## config.mk

```make
export PLATFORM = sky130hd
export DESIGN_NAME = bcd_bin_seq
export DESIGN_NICKNAME = d
export VERILOG_FILES = /design/src/rtl/bcd_pkg.sv /design/src/rtl/bcd_digit_mac.sv /design/src/rtl/bcd_bin_seq.sv
export SDC_FILE = /design/constraint.sdc
export NUM_CORES = 1
export LEC_CHECK = 0
export CORE_MARGIN = 2
export CORE_UTILIZATION = 40
export CTS_BUF_LIST = sky130_fd_sc_hd__clkbuf_4 sky130_fd_sc_hd__clkbuf_8 sky130_fd_sc_hd__clkbuf_16
export DETAILED_ROUTE_END_ITERATION = 10
export PLACE_DENSITY = 0.66
export SETUP_SLACK_MARGIN = 0.3
export SYNTH_ARGS = -nofsm -noshare
export SYNTH_HDL_FRONTEND = slang
export SYNTH_SLANG_ARGS = --single-unit
```

## constraint.sdc

```tcl
create_clock -name clk_i -period 3.1 [get_ports clk_i]
set_clock_uncertainty 0.1 [all_clocks]
set_input_delay 0.465 -clock clk_i [delete_from_list [all_inputs] [get_ports clk_i]]
set_output_delay 0.465 -clock clk_i [all_outputs]
set_load 0.03 [all_outputs]
```

## src/rtl/bcd_pkg.sv

```systemverilog
// Shared types and constants for the sequential packed-BCD to binary converter.
package bcd_pkg;

  typedef enum logic [1:0] {
    StIdle,
    StConv,
    StDone
  } bcd_state_e;

  localparam logic [3:0] BCD_DIGIT_MAX = 4'd9;

  // Smallest result width that holds 10^digits - 1 exactly.
  function automatic int unsigned bcd_bin_width(input int unsigned digits);
    logic [63:0]  max_val;
    int unsigned  width;
    max_val = 64'd1;
    for (int unsigned i = 0; i < digits; i++) begin
      max_val = max_val * 64'd10;
    end
    max_val = max_val - 64'd1;
    width   = 1;
    for (int unsigned b = 1; b < 64; b++) begin
      if ((max_val >> b) != 64'd0) begin
        width = b + 1;
      end
    end
    return width;
  endfunction

endpackage

```

## src/rtl/bcd_digit_mac.sv

```systemverilog
// Combinational acc*10 + digit step, truncated to BinW bits, with a non-decimal digit flag.
module bcd_digit_mac
  import bcd_pkg::*;
#(
  parameter int unsigned BinW = 14
) (
  input  logic [BinW-1:0] acc_i,
  input  logic [3:0]      digit_i,
  output logic [BinW-1:0] acc_o,
  output logic            digit_err_o
);

  // Shift-add form of *10; the sum wraps naturally at BinW bits.
  assign acc_o       = (acc_i << 3) + (acc_i << 1) + BinW'(digit_i);
  assign digit_err_o = (digit_i > BCD_DIGIT_MAX);

endmodule

```

## src/rtl/bcd_bin_seq.sv

```systemverilog
// Sequential packed-BCD to binary converter: one digit per cycle, MSD first, valid/ready on both sides.
module bcd_bin_seq
  import bcd_pkg::*;
#(
  parameter int unsigned Digits = 4,
  parameter int unsigned BinW   = bcd_bin_width(Digits)
) (
  input  logic                  clk_i,
  input  logic                  rst_ni,
  input  logic                  in_valid_i,
  output logic                  in_ready_o,
  input  logic [4*Digits-1:0]   in_bcd_i,
  output logic                  out_valid_o,
  input  logic                  out_ready_i,
  output logic [BinW-1:0]       out_bin_o,
  output logic                  out_err_o
);

  localparam int unsigned CntW = (Digits > 1) ? $clog2(Digits) : 1;

  bcd_state_e             state_q, state_d;
  logic [4*Digits-1:0]    bcd_q, bcd_d;
  logic [BinW-1:0]        acc_q, acc_d;
  logic                   err_q, err_d;
  logic [CntW-1:0]        cnt_q, cnt_d;

  logic [3:0]             digit;
  logic [BinW-1:0]        mac_acc;
  logic                   mac_err;

  assign digit = bcd_q[{cnt_q, 2'b00} +: 4];

  bcd_digit_mac #(
    .BinW(BinW)
  ) u_mac (
    .acc_i      (acc_q),
    .digit_i    (digit),
    .acc_o      (mac_acc),
    .digit_err_o(mac_err)
  );

  always_comb begin
    state_d = state_q;
    bcd_d   = bcd_q;
    acc_d   = acc_q;
    err_d   = err_q;
    cnt_d   = cnt_q;
    unique case (state_q)
      StIdle: begin
        if (in_valid_i) begin
          bcd_d   = in_bcd_i;
          acc_d   = '0;
          err_d   = 1'b0;
          cnt_d   = CntW'(Digits - 1);
          state_d = StConv;
        end
      end
      StConv: begin
        acc_d = mac_acc;
        err_d = err_q | mac_err;
        if (cnt_q == '0) begin
          state_d = StDone;
        end else begin
          cnt_d = cnt_q - CntW'(1);
        end
      end
      StDone: begin
        if (out_ready_i) begin
          state_d = StIdle;
        end
      end
      default: state_d = StIdle;
    endcase
  end

  always_ff @(posedge clk_i or negedge rst_ni) begin
    if (!rst_ni) begin
      state_q <= StIdle;
      bcd_q   <= '0;
      acc_q   <= '0;
      err_q   <= 1'b0;
      cnt_q   <= '0;
    end else begin
      state_q <= state_d;
      bcd_q   <= bcd_d;
      acc_q   <= acc_d;
      err_q   <= err_d;
      cnt_q   <= cnt_d;
    end
  end

  // Results come straight from registers; handshakes decode from state only.
  assign in_ready_o  = (state_q == StIdle);
  assign out_valid_o = (state_q == StDone);
  assign out_bin_o   = acc_q;
  assign out_err_o   = err_q;

endmodule

```

==> results of run 1 <==
worst max-delay path: stages (launching register included):
cell and delay [ns]:
dfrtp_2 0.42, mux4_2 0.56, ha_4 0.25, ha_4 0.16
fa_2 0.38, a21o_1 0.19, a311o_1 0.30, a31oi_1 0.23
xor2_1 0.18, o21ai_1 0.07
stage by stage:
| stage | worst slack (ns) | cells | util (%) | area (um2) | hold WS [ns] |
|---|---|---|---|---|---|
| finish | 0.135 | 299 | 54.9 | 2770 | 0.383 |
| CTS | 0.174 | 295 | 53.5 | 2700 | 0.389 |
| global route | 0.0301 | 299 | 54.9 | 2770 | 0.417 |
| detailed placement | 0.00123 | 285 | 50.7 | 2560 | 0.374 |
| global placement | 0.110 | 285 | 50.7 | 2560 | 0.373 |
| floorplan | 0.231 | 181 | - | 2110 | 0.0694 |
routing by layer:
metal	GRT usage, %	part of all wire, %
met5	0	0
met1	20.2	45
met3	3.79	3.9
met2	27.1	50
met4	4.36	1.3
state kept, by name (all words and copies together), names as in the netlist:
register and flops:
bcd_q 16, state_q 2, cnt_q 2, out_err_o 1, out_bin_o 14
kinds of logic after synthesis:
logic type | count (synthesis)
AOI/OAI and AO/OA | 47
DFF | 35
and+or+nand+nor | 27
adders and majority gates | 25
muxes | 20
buffers and inverters | 16
xor gates and xnor gates | 11
cell usage after synthesis (2+ instances only):
cell type / instances / share of area [%]
fa_1: 2 / 1.9
clkbuf_1: 3 / 0.54
nor2b_1: 2 / 0.60
nand3_1: 2 / 0.48
xnor2_1: 5 / 2.1
inv_1: 10 / 1.8
ha_1: 23 / 14
xor2_1: 6 / 2.5
o21a_1: 2 / 0.72
mux4_2: 4 / 4.3
a21oi_1: 10 / 2.4
mux2_2: 16 / 8.7
dfrtp_1: 35 / 42
o21ai_0: 10 / 2.4
nand2_1: 12 / 2.2
a211oi_1: 3 / 1.1
o21ai_1: 2 / 0.48
a21o_1: 5 / 1.8
a22o_1: 5 / 2.1
buf_2: 3 / 0.72
nor2_1: 6 / 1.1
cell type report:
type / count / area share (%)
Clock buffer: 6 / 2.76
Inverter: 10 / 1.36
Multi-Input combinational cell: 130 / 44.8
Sequential cell: 35 / 31.7
Tap cell: 70 / 3.16
Timing Repair Buffer: 48 / 16.3
path summary, 6_finish.rpt:
path / from / endpoint / slack (ns) / cells after the start
setup / recovery: cnt_q[0] / out_bin_o[10] / 0.14 / 9
hold / removal: out_bin_o[13] / out_bin_o[13] / 0.38 / 2
setup reg to reg: cnt_q[0] / out_bin_o[10] / 0.14 / 9
hold reg to reg: out_bin_o[13] / out_bin_o[13] / 0.38 / 2
max in group asynchronous: rst_ni / cnt_q[0] / 2.06 / 2
min in group asynchronous: rst_ni / out_bin_o[11] / 0.50 / 2
what timing repair did:
| action | 4_1_cts | 5_1_grt |
|---|---|---|
| endpoints found under the setup margin | 7 | 8 |
| gates resized for setup | 8 | 7 |
| buffers inserted | 4 | 4 |
| pin swaps | 12 | 8 |
==> impl_results.md, run 1 <==
* Run status: finished clean
* Largest family of logic cells by synthesized area: adder cells
* Hold Path Class: flop to flop
* Most frequent cells in the layout: clkdlybuf4s50_1 (36), dfrtp_1 (34), ha_1 (20), mux2_2 (16)
* Final ANT Viol Nets at 0
* Mapped Area at 2070 um2
* Root Driver: clkbuf_8
* First-pass GRT wire length at 7390 um
* Post-synthesis mux area share at 13.0%
* Port bufs at 36
* Synth Area in Adders at 15.8%
* Most common cell after layout, fill and taps aside: clkdlybuf4s50_1
* Post-synthesis xor/xnor area fraction at 4.64%
* Syn Inst Count at 181
* Initial antenna violation count at 0
* Fin crit period at 2.96 ns
* Synth cell types at 36
* Die Ht at 76.0 um
* Max-cap check violation count at 0
* P&R area growth vs syn at 33.5%
* Cts hold-fix bufs at 0
* RSZ-0062 raised after global routing: true
* Area of the multi-input gates at 1240 um2
* Initial core utilization at 41.1%
* DR vias at 1516
* Vias in the first global route at 1557
* Clk_lat worst skew at 0.28 ns
* Largest net degree at the start of global routing at 36
* Flops & latches, synth at 35
* Asr flop ratio synth at 100%
* Data required, critical path at 3.16 ns
* Hpwl dp at 3020 um
* Final Hold Viols at 0
* Layout cells sized above 1 at 24.0%
* CP endpoint kind: flop
* Row count at 26
* Compound-gate portion of the synthesized area at 15.4%
* Initial DRC count at 49
* Nets at 275
* Clk buf depth at 2
* Worst relative slew slack at 61.9%
* CTS tree: done
* Sequential Area at 877 um2
* Antenna cell count at 0
* DR DRC count at 0
* Top_reg_cell synth: dfrtp_1
* Wire length per cell at 14.0 um
* Setup crit start kind: flop
* Drt first pass iters at 4
* Synth warn at 0
* Crit path DAT at 3.02 ns
* Die ar. at 5780 um2
* Final setup TNS at 0 ns
* Max Clk Rate at 337 MHz
* # fillers at 443
* Final setup viols at 0
* WS Path Type: flop to flop
* Mapped Nets at 226
* Post-Synth Simple-Gate Area at 5.85%
* Routed wire length at 4200 um
* Die Wd at 76.0 um
* Final Max Tran Viols at 0
* I/O Pins at 37
* RD Place Congestion at 0.781
* Clk sinks at 35
* TritonCTS Buffers at 5
* Syn_area_per_cell at 11.5 um2
* Htree depth at 2
* GRT Util Overall at 15.9%
* Worst-margin pin slew at 0.570 ns
* Vias per inst at 5.07
* Critical path peak fanout at 4
* Remaining Overflow, GRT at 0
* Final period util at 95.6%
* Number of flops mapped to enable cells by yosys at 0
* Register area share after synthesis at 42.2%
* Core area at 5040 um2
* Clock Pin Slew Worst Setup and Hold Paths at 0.07 ns
Power of run 1 is not shown: default switching activity piles up to over one toggle a cycle in this logic, so the estimate is an artifact.
==> run 2: changes to the inputs <==
- PLACE_DENSITY: 0.66 -> 0.64
==> run 2 against run 1 <==
Setup slack gained 0.055 ns. Die area unchanged. Critical path depth is the same. Critical path type unchanged. Fmax up 1.9%. Sequential share of layout area rose by 0.41 points. Flip-flop and latch count did not move. Via count down 0.40%. Largest cell class unchanged. Count of clock-buffer cells in the layout fell by 1. Routed wire length down 0.88%. Cell area down 1.3%.
==> impl_results.md, run 2 (synthesized netlist as in run 1, its figures left out) <==
* Final setup viols at 0 (unchanged)
* Vias per inst at 5.10 (+0.61%)
* RD Place Congestion at 0.782 (about the same)
* Clk sinks at 35 (unchanged)
* WS Path Type: flop to flop
* TritonCTS Buffers at 5 (unchanged)
* Dpl ws at 0.0321 ns (+0.0309 ns)
* Die Wd at 76.0 um (unchanged)
* P&R area growth vs syn at 31.8%
* Setup crit start kind: flop
* Internal reg-to-reg setup slack at 0.19 ns (+0.05 ns)
* Clk buf depth at 2 (unchanged)
* Worst relative slew slack at 21.9% (-40 points)
* Initial DRC count at 32 (-35%)
* Crit path DAT at 2.98 ns (-0.04 ns)
* Run status: finished clean
* Largest net degree at the start of global routing at 36 (unchanged)
* CP endpoint kind: flop
* Final setup TNS at 0 ns (unchanged)
* Hpwl dp at 3150 um (+4.2%)
* Drt first pass iters at 4 (unchanged)
* CTS tree: done
* Hold Path Class: flop to flop
* Max reg flops at 16 (unchanged)
* Final period util at 93.9% (-1.8 points)
* Top reg by flops: bcd_q
* Initial antenna violation count at 0 (unchanged)
* Worst-margin pin slew at 1.17 ns (+0.599 ns)
* Port bufs at 36 (unchanged)
* Initial core utilization at 41.1% (unchanged)
* Clock Pin Slew Worst Setup and Hold Paths at 0.08 ns (about the same)
* First-pass GRT wire length at 7160 um (-3.1%)
* Most frequent cells in the layout: clkdlybuf4s50_1 (36), dfrtp_1 (34), ha_1 (20), mux2_2 (16), nand2_1 (12)
* Critical path peak fanout at 4 (unchanged)
* Die Ht at 76.0 um (unchanged)
* Max-cap check violation count at 0 (unchanged)
* Nets at 270 (-1.8%)
* Routed wire length at 4160 um (-0.88%)
* Final Max Tran Viols at 0 (unchanged)
* Fin crit period at 2.91 ns (-0.0545 ns)
* Layout cells sized above 1 at 23.0% (-1.0 points)
* Final ANT Viol Nets at 0 (unchanged)
* Wire length per cell at 14.1 um (+0.12%)
* Vias in the first global route at 1514 (-2.8%)
* Row count at 26 (unchanged)
* Core area at 5040 um2 (unchanged)
* GRT Util Overall at 15.5% (-0.41 points)
* I/O Pins at 37 (unchanged)
* Clk_lat worst skew at 0.29 ns (about the same)
* Antenna cell count at 0 (unchanged)
* Most common cell after layout, fill and taps aside: clkdlybuf4s50_1
* Max Clk Rate at 344 MHz (+1.9%)
* WHS at 0.393 ns (+0.0101 ns)
* Die ar. at 5780 um2 (unchanged)
* Final Hold Viols at 0 (unchanged)
* Setup slack after layout at 0.190 ns (+0.0545 ns)
* DR DRC count at 0 (unchanged)
* Root Driver: clkbuf_8
* RSZ-0062 raised after global routing: true
* Htree depth at 2 (unchanged)
* DR vias at 1510 (-0.40%)
* Data required, critical path at 3.17 ns (about the same)
* # fillers at 455 (+2.7%)
* Remaining Overflow, GRT at 0 (unchanged)
-- run 2: routing by layer --
layer	GRT usage (%)	share of wire, %	up-vias
li1	-	-	742
met3	3.67	4.7	7
met4	4.36	1.2	0
met5	0	0	-
met1	19.8	44	727
met2	26.3	50	34
-- run 2: final timing paths --
check                               from            end  cells after the start
min in group asynchronous         rst_ni  out_bin_o[11]                      2
max                             cnt_q[0]  out_bin_o[10]                      9
min                        out_bin_o[13]  out_bin_o[13]                      2
max in group asynchronous         rst_ni       cnt_q[0]                      2
min reg2reg                out_bin_o[13]  out_bin_o[13]                      2
max reg2reg                     cnt_q[0]  out_bin_o[10]                      9
-- run 2: critical path, stage by stage, from the launching register on --
cell     delay (ns)
dfrtp_2        0.42
mux4_2         0.56
ha_4           0.25
ha_4           0.16
fa_2           0.36
a21o_1         0.20
a311o_1        0.31
a31oi_2        0.20
xor2_1         0.16
o21ai_1        0.07
-- run 2: area by class of cell --
class	instances	area (um2)	share of cell area, %
multi-input combinational	130	1210	44.1
sequential	35	877	32.1
timing repair buffer	43	413	15.1
clock buffer	5	68.8	2.52
clock inverter	3	43.8	1.60
tap	70	87.6	3.20
inverter	10	37.5	1.37
-- run 2: repair_timing --
action	4_1_cts	5_1_grt
pin swaps	10	9
gates cloned	0	0
endpoints found under the setup margin	7	7
hold buffers	0	0
buffers inserted	2	2
resized for setup	6	6
-- run 2: metrics by stage --
stage / utilization [%] / instance area, um2 / std cells
after global routing: 54.2 / 2730 / 296
after CTS: 53.5 / 2700 / 294
after floorplan: - / 2110 / 181
final: 54.2 / 2730 / 296
after detailed placement: 50.6 / 2550 / 284
after global placement: 50.6 / 2550 / 284
Power of run 2 is left out for the same reason.
